File: config.mk
export PLATFORM = sky130hd
export DESIGN_NAME = scan_decoder
export DESIGN_NICKNAME = d
export VERILOG_FILES = /design/src/rtl/scan_decoder_pkg.sv /design/src/rtl/scan_decoder_timer.sv /design/src/rtl/scan_decoder.sv
export SDC_FILE = /design/constraint.sdc
export NUM_CORES = 1
export LEC_CHECK = 0
export ABC_AREA = 1
export ABC_CLOCK_PERIOD_IN_PS = 3600
export CAP_MARGIN = 40
export CORE_MARGIN = 5
export CORE_UTILIZATION = 40
export DETAILED_ROUTE_END_ITERATION = 12
export GPL_TIMING_DRIVEN = 1
export HOLD_SLACK_MARGIN = 0.06
export PLACE_DENSITY = 0.69
export SYNTH_ARGS = -nofsm -noshare
export SYNTH_HDL_FRONTEND = slang
export SYNTH_SLANG_ARGS = --single-unit
File: constraint.sdc
create_clock -name clk -period 3.6 [get_ports clk]
set_input_delay 0.54 -clock clk [delete_from_list [all_inputs] [get_ports clk]]
set_output_delay 0.54 -clock clk [all_outputs]
set_load 0.05 [all_outputs]
File: src/rtl/scan_decoder_pkg.sv
// Shared mode encoding, default parameters and a width helper for the scan decoder.
package scan_decoder_pkg;

  typedef enum logic {
    MODE_DIRECT = 1'b0,
    MODE_SCAN   = 1'b1
  } mode_e;

  localparam int DEF_SEL_W = 3;
  localparam int DEF_DWELL = 4;

  function automatic int cnt_width(input int n);
    return (n > 1) ? $clog2(n) : 1;
  endfunction

endpackage

File: src/rtl/scan_decoder_timer.sv
// scan_timer: dwell counter cycling 0..DWELL-1; done marks the enabled cycle at DWELL-1.
module scan_timer
  import scan_decoder_pkg::*;
#(
  parameter int DWELL = DEF_DWELL
) (
  input  logic clk,
  input  logic rst,
  input  logic clear,
  input  logic enable,
  output logic done
);

  localparam int CNT_W = cnt_width(DWELL);
  localparam logic [CNT_W-1:0] LAST = CNT_W'(DWELL - 1);

  logic [CNT_W-1:0] r_cnt;

  assign done = enable && (r_cnt == LAST);

  always_ff @(posedge clk) begin
    if (rst || clear) begin
      r_cnt <= '0;
    end else if (enable) begin
      r_cnt <= done ? '0 : r_cnt + CNT_W'(1);
    end
  end

endmodule

File: src/rtl/scan_decoder.sv
// scan_decoder: one-hot channel strobe with direct select and timed auto-scan.
// Optional macro SCAN_DECODER_BLANK_EN inserts one blank cycle on each scan advance.
module scan_decoder
  import scan_decoder_pkg::*;
#(
  parameter int SEL_W = DEF_SEL_W,
  parameter int N_OUT = 2 ** SEL_W,
  parameter int DWELL = DEF_DWELL
) (
  input  logic             clk,
  input  logic             rst,
  input  logic             mode,
  input  logic             oe,
  input  logic             sel_valid,
  input  logic [SEL_W-1:0] sel,
  input  logic             hold,
  output logic [N_OUT-1:0] out,
  output logic [SEL_W-1:0] idx,
  output logic             wrap
);

  localparam logic [SEL_W:0]   N_LIM    = (SEL_W + 1)'(N_OUT);
  localparam logic [SEL_W-1:0] LAST_IDX = SEL_W'(N_OUT - 1);

  function automatic logic [N_OUT-1:0] onehot(input logic [SEL_W-1:0] i);
    return N_OUT'(1) << i;
  endfunction

  logic [N_OUT-1:0] r_out;
  logic [SEL_W-1:0] r_idx;
  logic             r_wrap;

  mode_e            w_mode;
  logic             w_load;
  logic             w_scan;
  logic             w_clear;
  logic             w_en;
  logic             w_adv;
  logic             w_last;
  logic [SEL_W-1:0] w_idx_nxt;
  logic [N_OUT-1:0] w_out_nxt;

  assign w_mode = mode_e'(mode);
  assign w_scan = (w_mode == MODE_SCAN);
  // Out-of-range selects are dropped entirely, so they never disturb the dwell either.
  assign w_load = sel_valid && ({1'b0, sel} < N_LIM);
  // Direct mode pins the counter at 0 so entering scan starts a full dwell.
  assign w_clear = !w_scan || w_load;
  assign w_en    = w_scan && !hold && !w_load;
  assign w_last  = (r_idx == LAST_IDX);

  scan_timer #(.DWELL(DWELL)) u_timer (
    .clk    (clk),
    .rst    (rst),
    .clear  (w_clear),
    .enable (w_en),
    .done   (w_adv)
  );

  always_comb begin
    w_idx_nxt = r_idx;
    if (w_load) begin
      w_idx_nxt = sel;
    end else if (w_adv) begin
      w_idx_nxt = w_last ? '0 : r_idx + SEL_W'(1);
    end
  end

  always_comb begin
    w_out_nxt = oe ? onehot(w_idx_nxt) : '0;
`ifdef SCAN_DECODER_BLANK_EN
    if (w_adv) begin
      w_out_nxt = '0;
    end
`endif
  end

  always_ff @(posedge clk) begin
    if (rst) begin
      r_idx  <= '0;
      r_out  <= '0;
      r_wrap <= 1'b0;
    end else begin
      r_idx  <= w_idx_nxt;
      r_out  <= w_out_nxt;
      r_wrap <= w_adv && w_last;
    end
  end

  assign out  = r_out;
  assign idx  = r_idx;
  assign wrap = r_wrap;

endmodule

==> results of run 1 <==
-- cell usage after synthesis --
cell      number
nand2_1       19
nor2_1        16
dfxtp_1       14
inv_1          9
nand3_1        7
ha_1           3
nand3_2        3
nand4_1        3
a21oi_1        2
or2_0          2
or2_2          2
buf_6          1
clkbuf_2       1
inv_2          1
nand2_2        1
nand3b_1       1
nand4_4        1
nor2_4         1
nor3_1         1
nor3b_1        1
-- routing by layer --
metal | up-vias | GRT usage (%) | part of all wire [%]
li1 | 330 | - | -
met1 | 267 | 14.9 | 46
met2 | 19 | 19.3 | 47
met3 | 2 | 4.37 | 5.6
met4 | 0 | 6.99 | 0.82
met5 | - | 0 | 0
-- area by class of cell --
type                       count  area [um^2]
multi-input combinational     63          347
clock buffer                   4         36.3
sequential                    14          280
timing repair buffer          20          200
inverter                      10         37.5
fill                         150          748
tap                           17         21.3
-- sequential cells by signal (all words and copies together), names as in the netlist --
signal         flops
out                8
u_timer.r_cnt      2
idx                3
wrap               1
-- how the worst min path moves through the flow --
stage / slack, ns / cells after the start / from / to
final: 0.47 / 2 / u_timer.r_cnt[1]$_SDFFE_PP0P_ / u_timer.r_cnt[1]$_SDFFE_PP0P_
after global routing: 0.51 / 2 / u_timer.r_cnt[1]$_SDFFE_PP0P_ / u_timer.r_cnt[1]$_SDFFE_PP0P_
after CTS: 0.47 / 2 / u_timer.r_cnt[1]$_SDFFE_PP0P_ / u_timer.r_cnt[1]$_SDFFE_PP0P_
after detailed placement: 0.46 / 2 / u_timer.r_cnt[1]$_SDFFE_PP0P_ / u_timer.r_cnt[1]$_SDFFE_PP0P_
after global placement: 0.45 / 2 / u_timer.r_cnt[1]$_SDFFE_PP0P_ / u_timer.r_cnt[1]$_SDFFE_PP0P_
after floorplan: 0.44 / 2 / u_timer.r_cnt[1]$_SDFFE_PP0P_ / u_timer.r_cnt[1]$_SDFFE_PP0P_
-- power groups by stage --
stage | combinational (W) | clock (W) | sequential (W)
6_report | 0.0000631 | 0.000111 | 0.000163
5_1_grt | 0.0000685 | 0.000123 | 0.000163
4_1_cts | 0.0000632 | 0.000114 | 0.000163
3_5_place_dp | 0.0000628 | 0 | 0.000166
3_3_place_gp | 0.0000628 | 0 | 0.000166
2_1_floorplan | 0.0000262 | 0 | 0.000179
-- cells by family after synthesis --
kind of cell | share of synthesized area, %
fa+ha+maj | 5.52
buf+inv | 7.90
flops | 41.2
simple gates | 43.9
compound gates | 1.47
-- stage by stage --
step / setup slack (ns) / power, W / hold WS (ns) / cells / area (um^2)
2_1_floorplan: 2.00 / 0.000205 / 0.438 / 89 / 681
3_3_place_gp: 1.62 / 0.000229 / 0.448 / 124 / 886
3_5_place_dp: 1.56 / 0.000229 / 0.461 / 124 / 886
4_1_cts: 1.50 / 0.000339 / 0.474 / 128 / 922
5_1_grt: 1.44 / 0.000355 / 0.507 / 128 / 922
6_report: 1.51 / 0.000336 / 0.470 / 128 / 922
==> results by group, run 1 <==
Floorplanning
  • Core Rows: 15
  • Num ports: 21
  • Die W: ~50 um
  • Initial Util: between 40% and 50%
  • Core Footprint: about 1700 um^2
  • Die Y-Extent: between 50 and 60 um
  • Die ar.: 2630 um^2

Yosys
  • #FFs+latches synth: 14
  • Synthesized area: between 600 and 700 um^2
  • Unique masters post-synth: 20
  • Sequential share of the synthesized area: about two fifths
  • Post-synth top area cell: dfxtp_1
  • Area contributors post-synth: dfxtp_1, nand2_1, nor2_1
  • Post-Syn Nets: between 100 and 150
  • Post-Synthesis Cells: between 80 and 90
  • Ys Warns: 0
  • Syn_area_per_cell: 7.65 um^2
  • Post-synth top area share: 41.2%

Worst setup path
  • Worst setup path startpoint: idx[0]$_SDFF_PP0_
  • Crit Path Class: flop to primary output
  • Slowest stage delay, CP: 0.84 ns
  • Worst flop-to-flop path endpoint: out[0]$_SDFF_PP0_
  • Largest delay contributor family on the critical path: buffers and inverters
  • CP Launch Type: flop
  • Worst setup path end: idx[0]
  • R2R Setup Slk: roughly 2.1 ns
  • WP data arrival: roughly 1.6 ns
  • Crit path cell chain: clkdlybuf4s50_1
  • Crit-path slowest cell: clkdlybuf4s50_1
  • Reg2reg path depth: 8
  • Crit path max fanout: 5
  • Worst r2r src: idx[0]$_SDFF_PP0_
  • Critical path buffers and inverters: 1
  • Cell count along the critical path: 1
  • CP required: between 3 and 4 ns
  • Crit. End Element: primary output

CTS
  • CTS tree: yes
  • CTS H-tree depth: 1
  • Clk buf depth: 2
  • CTS Sinks: 14
  • Hold bufs inserted after CTS: 0
  • Clock slew at reported path FFs: around 0.090 ns
  • # resized after CTS: 0
  • Root buf cell: clkbuf_4
  • Clk Latency, worst-skew pair: roughly 0.28 ns
  • Total CTS buffers: 3
  • Post-CTS setup buffers: 0

STA
  • Unrepaired setup endpoints after global routing: false
  • Min Tclk post-route: approximately 2.1 ns
  • Relative slew slack: about two thirds
  • Worst slew pin tran: 0.501 ns
  • Final hold vios: 0
  • Worst Clk Skew: between 0.01 and 0.015 ns
  • Max-slew violations: 0
  • Setup TNS: 0 ns
  • Final setup violation count: 0
  • Max Fclk: approximately 0.48 GHz
  • Period utilisation layout: between 50 and 60%

Global route
  • GRT overflow: 0
  • Vias in the first global route: roughly 570
  • First-pass GRT wire length: approximately 2.4 mm
  • Initial antenna violation count: 0
  • All-layer global routing usage: between 10 and 15%
  • Pin count of the biggest net entering global routing: 12

Flow run
  • Max Cap Violations: 0

Pwr
  • P per Cell Area: roughly 360 nW/um^2
  • Clk pwr share: about 33%
  • Sequential share of power: roughly half
  • Int Power: about 0.00024 W
  • Max IR drop VDD: 0.000201 V
  • Combinational Power Share: between 10% and 20%
  • Psw: about 0.00009 W
  • Leakage power: just under 0.4 nW
  • Sw frac: a little over a quarter

Placement
  • Number of buffers added on ports: 20
  • HPWL after detailed placement: 1.17 mm
  • Routability cong.: about 0.9

Routing
  • Final WL: 1.47 mm
  • DR vias/cell: approximately 4.8
  • Routed Antenna Nets: 0
  • Routed len/inst: 11.5 um
  • Drt pass-1 iters: 4
  • Residual DRC: 0
  • 1st-iter DRT viols: 15
  • DR vias: 618

Finish
  • Fin util: between 50% and 60%
  • Most common cell after layout, fill and taps aside: clkdlybuf4s50_1
  • NumNets Final: ~120
  • Diodes inserted: 0
  • Commonest cells after routing, fill and taps aside: clkdlybuf4s50_1, nand2_1, nor2_1
  • Layout cells sized above 1: 11.7%
  • Area delta synth->final: 35.5%

Outcome
  • Status: finished clean

Worst hold path
  • Hold crit path type: flop to flop
Note: power is estimated with default switching activity, not from simulation.
==> run 2: changes to the inputs <==
--- a/config.mk
+++ b/config.mk
@@ -6,7 +6,7 @@
 export NUM_CORES = 1
 export LEC_CHECK = 0
 export ABC_AREA = 1
-export ABC_CLOCK_PERIOD_IN_PS = 3600
+export ABC_CLOCK_PERIOD_IN_PS = 2100
 export CAP_MARGIN = 40
 export CORE_MARGIN = 5
 export CORE_UTILIZATION = 40
==> constraint.sdc (replaced) <==
create_clock -name clk -period 2.1 [get_ports clk]
set_input_delay 0.315 -clock clk [delete_from_list [all_inputs] [get_ports clk]]
set_output_delay 0.315 -clock clk [all_outputs]
set_load 0.05 [all_outputs]
==> results of run 2 <==
The final DEF is identical to that of run 1. Status: finished clean.
Among the figures that moved: setup slack after placement 1.56 ns -> 0.288 ns; setup slack after layout 1.51 ns -> 0.238 ns; register-to-register setup slack 2.13 ns -> 0.63 ns; total power 0.000336 W -> 0.000576 W; worst IR drop on VDD 0.000201 V -> 0.000344 V
